===== config.mk =====
export PLATFORM = sky130hd
export DESIGN_NAME = floating_point_adder_normalizer_flat
export DESIGN_NICKNAME = d
export VERILOG_FILES = /design/src/rtl/floating_point_adder_normalizer_if.sv /design/src/rtl/floating_point_adder_normalizer.sv /design/src/flat_wrapper.sv
export SDC_FILE = /design/constraint.sdc
export NUM_CORES = 1
export LEC_CHECK = 0
export BUFFER_PORTS_ARGS = -buffer_cell sky130_fd_sc_hd__buf_4
export CORE_MARGIN = 2
export CORE_UTILIZATION = 57
export DETAILED_ROUTE_END_ITERATION = 10
export PLACE_DENSITY = 0.92
export SLEW_MARGIN = 20
export SYNTH_ARGS = -nofsm -noshare
export SYNTH_HDL_FRONTEND = slang
export SYNTH_SLANG_ARGS = --single-unit

===== constraint.sdc =====
create_clock -name clk -period 4.1 [get_ports clk]
set_input_delay 0.615 -clock clk [delete_from_list [all_inputs] [get_ports clk]]
set_output_delay 0.615 -clock clk [all_outputs]
set_load 0.1 [all_outputs]

===== src/rtl/floating_point_adder_normalizer_if.sv =====
`default_nettype none
// ============================================================================
//  Module      : floating_point_adder_normalizer_if
//  Description : Valid/ready stream bundle for the FP adder normalization
//                stage: raw mantissa sum in, packed single-precision out.
//  Revision    : 1.0  initial release
// ============================================================================
interface floating_point_adder_normalizer_if;
    logic        in_valid;
    logic        in_ready;
    logic        in_sign;
    logic [7:0]  in_exp;
    logic [24:0] in_mant_sum;
    logic [4:0]  in_lz_count;
    logic        in_lz_all_zeros;
    logic        out_valid;
    logic        out_ready;
    logic [31:0] out_result;
    logic        out_overflow;
    logic        out_underflow;
    logic        out_zero;

    // Producer side: drives the raw sum, consumes the packed result.
    modport master (
        output in_valid, in_sign, in_exp, in_mant_sum, in_lz_count, in_lz_all_zeros,
        output out_ready,
        input  in_ready,
        input  out_valid, out_result, out_overflow, out_underflow, out_zero
    );

    // Normalizer side.
    modport slave (
        input  in_valid, in_sign, in_exp, in_mant_sum, in_lz_count, in_lz_all_zeros,
        input  out_ready,
        output in_ready,
        output out_valid, out_result, out_overflow, out_underflow, out_zero
    );
endinterface
`default_nettype wire


===== src/rtl/floating_point_adder_normalizer.sv =====
`default_nettype none
// ============================================================================
//  Module      : floating_point_adder_normalizer
//  Description : Two-stage normalize-and-pack stage of the FP adder. Stage 1
//                captures the raw sum; stage 2 shifts, adjusts the exponent,
//                classifies overflow/underflow/zero and registers the
//                packed IEEE-754 single-precision result.
//  Revision    : 1.0  initial release
// ============================================================================
module floating_point_adder_normalizer (
    input  wire logic                          clk,
    input  wire logic                          rst,
    floating_point_adder_normalizer_if.slave   bus
);

    // Stage 1 holding register
    logic        r_s1_valid;
    logic        r_s1_sign;
    logic [7:0]  r_s1_exp;
    logic [24:0] r_s1_mant;
    logic [4:0]  r_s1_lz;
    logic        r_s1_allz;

    // Stage 2 / output register
    logic        r_out_valid;
    logic [31:0] r_out_result;
    logic        r_out_overflow;
    logic        r_out_underflow;
    logic        r_out_zero;

    logic        w_adv1;
    logic        w_adv2;
    logic [8:0]  w_exp_inc;
    logic [7:0]  w_exp_sub;
    logic [22:0] w_norm_frac;
    logic [31:0] w_result;
    logic        w_overflow;
    logic        w_underflow;
    logic        w_zero;

    // A stage advances when its downstream slot is empty or being drained;
    // in_ready therefore depends combinationally on out_ready.
    assign w_adv2       = !r_out_valid || bus.out_ready;
    assign w_adv1       = !r_s1_valid || w_adv2;
    assign bus.in_ready = w_adv1;

    // Carry path needs the ninth bit to see exp+1 reach 255.
    assign w_exp_inc   = {1'b0, r_s1_exp} + 9'd1;
    // Only used when lz < exp, so the subtraction never borrows and 8 bits suffice.
    assign w_exp_sub   = r_s1_exp - {3'b000, r_s1_lz};
    // Bit 23 of the shifted mantissa is the hidden bit and is dropped, so
    // shifting only the low 23 bits yields the same fraction.
    assign w_norm_frac = r_s1_mant[22:0] << r_s1_lz;

    // Capture an accepted input beat; an empty slot loads a bubble.
    always_ff @(posedge clk or posedge rst) begin
        if (rst) begin
            r_s1_valid <= 1'b0;
            r_s1_sign  <= 1'b0;
            r_s1_exp   <= 8'd0;
            r_s1_mant  <= 25'd0;
            r_s1_lz    <= 5'd0;
            r_s1_allz  <= 1'b0;
        end else if (w_adv1) begin
            r_s1_valid <= bus.in_valid;
            if (bus.in_valid) begin
                r_s1_sign <= bus.in_sign;
                r_s1_exp  <= bus.in_exp;
                r_s1_mant <= bus.in_mant_sum;
                r_s1_lz   <= bus.in_lz_count;
                r_s1_allz <= bus.in_lz_all_zeros;
            end
        end
    end

    // Classify the stage-1 beat (first match wins) and build the packed word.
    always_comb begin
        w_result    = 32'd0;
        w_overflow  = 1'b0;
        w_underflow = 1'b0;
        w_zero      = 1'b0;
        if (r_s1_exp == 8'hFF) begin
            w_result   = {r_s1_sign, 8'hFF, 23'd0};
            w_overflow = 1'b1;
        end else if (r_s1_mant[24]) begin
            if (w_exp_inc >= 9'd255) begin
                w_result   = {r_s1_sign, 8'hFF, 23'd0};
                w_overflow = 1'b1;
            end else begin
                w_result = {r_s1_sign, w_exp_inc[7:0], r_s1_mant[23:1]};
            end
        end else if (r_s1_allz || (r_s1_mant[23:0] == 24'd0)) begin
            // Exact cancellation always packs as +0.
            w_zero = 1'b1;
        end else if ({3'b000, r_s1_lz} >= r_s1_exp) begin
            // No subnormal support: flush to signed zero.
            w_result    = {r_s1_sign, 31'd0};
            w_underflow = 1'b1;
        end else begin
            w_result = {r_s1_sign, w_exp_sub, w_norm_frac};
        end
    end

    // Register the result; hold it while the consumer stalls.
    always_ff @(posedge clk or posedge rst) begin
        if (rst) begin
            r_out_valid     <= 1'b0;
            r_out_result    <= 32'd0;
            r_out_overflow  <= 1'b0;
            r_out_underflow <= 1'b0;
            r_out_zero      <= 1'b0;
        end else if (w_adv2) begin
            r_out_valid <= r_s1_valid;
            if (r_s1_valid) begin
                r_out_result    <= w_result;
                r_out_overflow  <= w_overflow;
                r_out_underflow <= w_underflow;
                r_out_zero      <= w_zero;
            end
        end
    end

    assign bus.out_valid     = r_out_valid;
    assign bus.out_result    = r_out_result;
    assign bus.out_overflow  = r_out_overflow;
    assign bus.out_underflow = r_out_underflow;
    assign bus.out_zero      = r_out_zero;

endmodule
`default_nettype wire


===== src/flat_wrapper.sv =====
// flat-port wrapper written by rule: the top's interface ports become plain ports
module floating_point_adder_normalizer_flat 
  (clk, rst, bus_in_valid, bus_in_sign, bus_in_exp, bus_in_mant_sum, bus_in_lz_count, bus_in_lz_all_zeros, bus_out_ready, bus_in_ready, bus_out_valid, bus_out_result, bus_out_overflow, bus_out_underflow, bus_out_zero);
  floating_point_adder_normalizer_if bus_i ();
  input  wire logic clk;
  input  wire logic rst;
  input wire logic [$bits(bus_i.in_valid)-1:0] bus_in_valid;
  input wire logic [$bits(bus_i.in_sign)-1:0] bus_in_sign;
  input wire logic [$bits(bus_i.in_exp)-1:0] bus_in_exp;
  input wire logic [$bits(bus_i.in_mant_sum)-1:0] bus_in_mant_sum;
  input wire logic [$bits(bus_i.in_lz_count)-1:0] bus_in_lz_count;
  input wire logic [$bits(bus_i.in_lz_all_zeros)-1:0] bus_in_lz_all_zeros;
  input wire logic [$bits(bus_i.out_ready)-1:0] bus_out_ready;
  output wire logic [$bits(bus_i.in_ready)-1:0] bus_in_ready;
  output wire logic [$bits(bus_i.out_valid)-1:0] bus_out_valid;
  output wire logic [$bits(bus_i.out_result)-1:0] bus_out_result;
  output wire logic [$bits(bus_i.out_overflow)-1:0] bus_out_overflow;
  output wire logic [$bits(bus_i.out_underflow)-1:0] bus_out_underflow;
  output wire logic [$bits(bus_i.out_zero)-1:0] bus_out_zero;
  assign bus_i.in_valid = bus_in_valid;
  assign bus_i.in_sign = bus_in_sign;
  assign bus_i.in_exp = bus_in_exp;
  assign bus_i.in_mant_sum = bus_in_mant_sum;
  assign bus_i.in_lz_count = bus_in_lz_count;
  assign bus_i.in_lz_all_zeros = bus_in_lz_all_zeros;
  assign bus_i.out_ready = bus_out_ready;
  assign bus_in_ready = bus_i.in_ready;
  assign bus_out_valid = bus_i.out_valid;
  assign bus_out_result = bus_i.out_result;
  assign bus_out_overflow = bus_i.out_overflow;
  assign bus_out_underflow = bus_i.out_underflow;
  assign bus_out_zero = bus_i.out_zero;
  floating_point_adder_normalizer u_core (.clk(clk), .rst(rst), .bus(bus_i));
endmodule

==> impl_metrics.toml <==
[sta]
setup_tns_ns = 0
fmax_ghz = 0.331
grt_setup_unrepaired = "false"
slew_violations = 0
setup_viol = 0
max_slew.worst_pin.slew_ns = 0.825
relSlewSlack = 0.449
clock_skew_ns = 0.0125
post-route-min-period_ns = 3.02
hold_viol_final = 0
fin_crit_sh = 0.737

[drt]
wl_met2_um = 5910
wire_per_inst_um = 21.3
met3_length_um = 1490
routed_wl_um = 13300
vias = 4144
dr.pass1.iters = 5
ant_nets = 0
drt-met1-wl_um = 5580
remaining_drc_errors = 0
dr.max_layer_used = "met4"
drt_iter0_markers = 548
vias_per_cell = 6.62

[critical_path]
arrival_ns = 3.32
crit_type = "flip-flop to flip-flop"
endpoint_kind = "flip-flop"
worst-r2r-cell-count = 9
worstPathRequired_ns = 4.40
crit_path_max_fanout = 16
start_kind = "flip-flop"

[synthesis]
yosysWarnings = 0
synth.area.top_cells = "dfrtp_1 39%, mux2_2 11%, mux4_2 9.1%"
syn_nets = 502
async_reset_ff_frac = 1.00
synth-main-ff-cell = "dfrtp_1"
ys_seq_area_frac = 0.391
synth-simple-area-share = 0.126
syn_inst = 450
synthMuxAreaShare = 0.254
syn_area_per_cell_um2 = 10.9
synth_top_family_by_area = "multiplexers"
ys_types = 58
yosysTopAreaCell = "dfrtp_1"
synth_seq_cells = 77
synth-adder-area-share = 0.0219
synth-compound-area-share = 0.146
netlist_area_mm2 = 0.00492
synth_top_cell_area_share = 0.391
synthXorXnorAreaFrac = 0.0142
synth_edf_count = 0

[final_layout]
layout_commonest_cell = "buf_4"
n_fill_cell = 609
areaGrowthSynthToFinish_pct = 17.3
drive_above_1_share = 0.347
diodes = 0
mostFrequentLayoutCells = "88 x buf_4, 77 x dfrtp_1, 48 x mux2_2"
layout.nets = 570
final_cell_area_mm2 = 0.00578

[clock_network]
numCtsBuffers = 9
root_buffer = "clkbuf_8"
path_clk_slew_ns = 0.08
cts_max_path_buffers = 2
cts_setup_buffers = 0
cts_resized = 0
cts-hold-fix-buffers = 0
clock_latency_ns = 0.36
cts_sinks = 77
htreeDepth = 3
cts_tree = "done"

[global_route]
grt_max_degree = 42
grt_antenna_before_repair = 0
grt_pass1_wl_um = 21900
track_usage = 0.291
grt_pass1_vias = 4126
gr-total-overflow = 0

[die]
ios = 81
die_h_um = 96.9
die-area_mm2 = 0.00940
fp-row-count = 33
dieWidth_um = 96.9
core-area_mm2 = 0.00830
initial_core_util = 0.593

[run]
max-cap-violations = 0

[placement]
dpl.hpwl_um = 9530
routabilityCongestion = 1.04
port_buffers = 80
placed_area_mm2 = 0.00554

[power_and_ir_drop]
cellPowerDensity_mw_per_mm2 = 604
peakVddDrop_uv = 239
p_leak_nw = 2.51

[min_path]
hold_class = "input pin to async pin"

[outcome]
outcome = "complete, no violations"
==> per-layer routing <==
layer / GRT usage / up-vias
met2: 0.420 / 303
met5: 0 / -
li1: - / 1842
met3: 0.0766 / 37
met4: 0.111 / 0
met1: 0.424 / 1962
==> final cells by class <==
| cell class | instances | area, µm² | area share |
|---|---|---|---|
| Multi-Input combinational cell | 327 | 2770 | 0.479 |
| Tap cell | 105 | 131 | 0.0227 |
| Sequential cell | 77 | 1930 | 0.334 |
| Clock buffer | 10 | 138 | 0.0238 |
| Inverter | 15 | 56.3 | 0.00975 |
| Clock inverter | 4 | 97.6 | 0.0169 |
| Timing Repair Buffer | 88 | 661 | 0.114 |
==> cells in the mapped netlist (3+ instances only) <==
cell	number
nor2_1	32
nand2b_1	4
dfrtp_1	77
a21oi_1	16
o22ai_1	6
nand3_1	5
nand4_1	4
mux2_2	48
nand2_1	39
a221oi_1	7
and2_1	7
inv_1	13
nor3_1	10
and3_1	3
clkbuf_1	12
mux4_2	20
a221o_1	17
ha_1	7
nor2b_1	4
mux2i_1	18
nor2_2	3
nor4_1	4
a211oi_1	7
xnor2_1	6
mux4_1	3
buf_6	5
a22oi_1	10
buf_2	10
o21ai_0	14
==> flip-flops by register name (all words and copies together), names as in the netlist, 5 cells and up <==
signal and cells:
u_core.r_s1_exp 8, u_core.bus.out_result 32, u_core.r_s1_lz 5, u_core.r_s1_mant 25
==> critical path, stage by stage (launching register included) <==
cell,delay [ns]
dfrtp_1,0.64
clkinv_1,0.12
buf_4,0.22
ha_1,0.38
nand3_1,0.11
o22ai_1,0.07
o21ai_0,0.55
nand4_1,0.41
a211oi_1,0.32
a221o_1,0.15
==> kinds of logic (layout without fill, tap and decap cells) <==
group,Yosys count,in the layout
compound gates,96,96
mux,89,89
fa+ha+maj,8,8
buf+inv,46,117
xor+xnor,8,8
flops,77,77
simple gates,126,126
==> stage by stage <==
stage / std cells / total power [mW] / utilization / hold slack, ns / worst slack (ns)
floorplan: 450 / 2.39 / - / 0.471 / 0.912
global placement: 612 / 2.75 / 0.668 / 0.463 / 1.25
detailed placement: 612 / 2.78 / 0.668 / 0.470 / 1.14
CTS: 626 / 3.47 / 0.696 / 0.462 / 1.14
global route: 626 / 3.63 / 0.696 / 0.463 / 0.773
finish: 626 / 3.49 / 0.696 / 0.425 / 1.08
==> where the power goes <==
group,switching [mW],internal [mW]
clock network,0.273,0.414
registers,0.201,0.903
logic,1.15,0.548
==> path summary, 6_finish.rpt <==
check | start | end | slack, ns
hold reg to reg | u_core.bus.out_zero$_DFFE_PP0P_ | u_core.bus.out_zero$_DFFE_PP0P_ | 0.49
min in group clk | bus_in_valid | u_core.r_s1_valid$_DFFE_PP0N_ | 0.46
setup reg to reg | u_core.r_s1_lz[3]$_DFFE_PP0P_ | u_core.bus.out_result[14]$_DFFE_PP0P_ | 1.08
max in group asynchronous | rst | u_core.r_s1_lz[3]$_DFFE_PP0P_ | 2.68
setup / recovery | u_core.r_s1_lz[3]$_DFFE_PP0P_ | u_core.bus.out_result[14]$_DFFE_PP0P_ | 1.08
hold / removal | rst | u_core.bus.out_overflow$_DFFE_PP0P_ | 0.43
(Power assumes the default switching activity.)
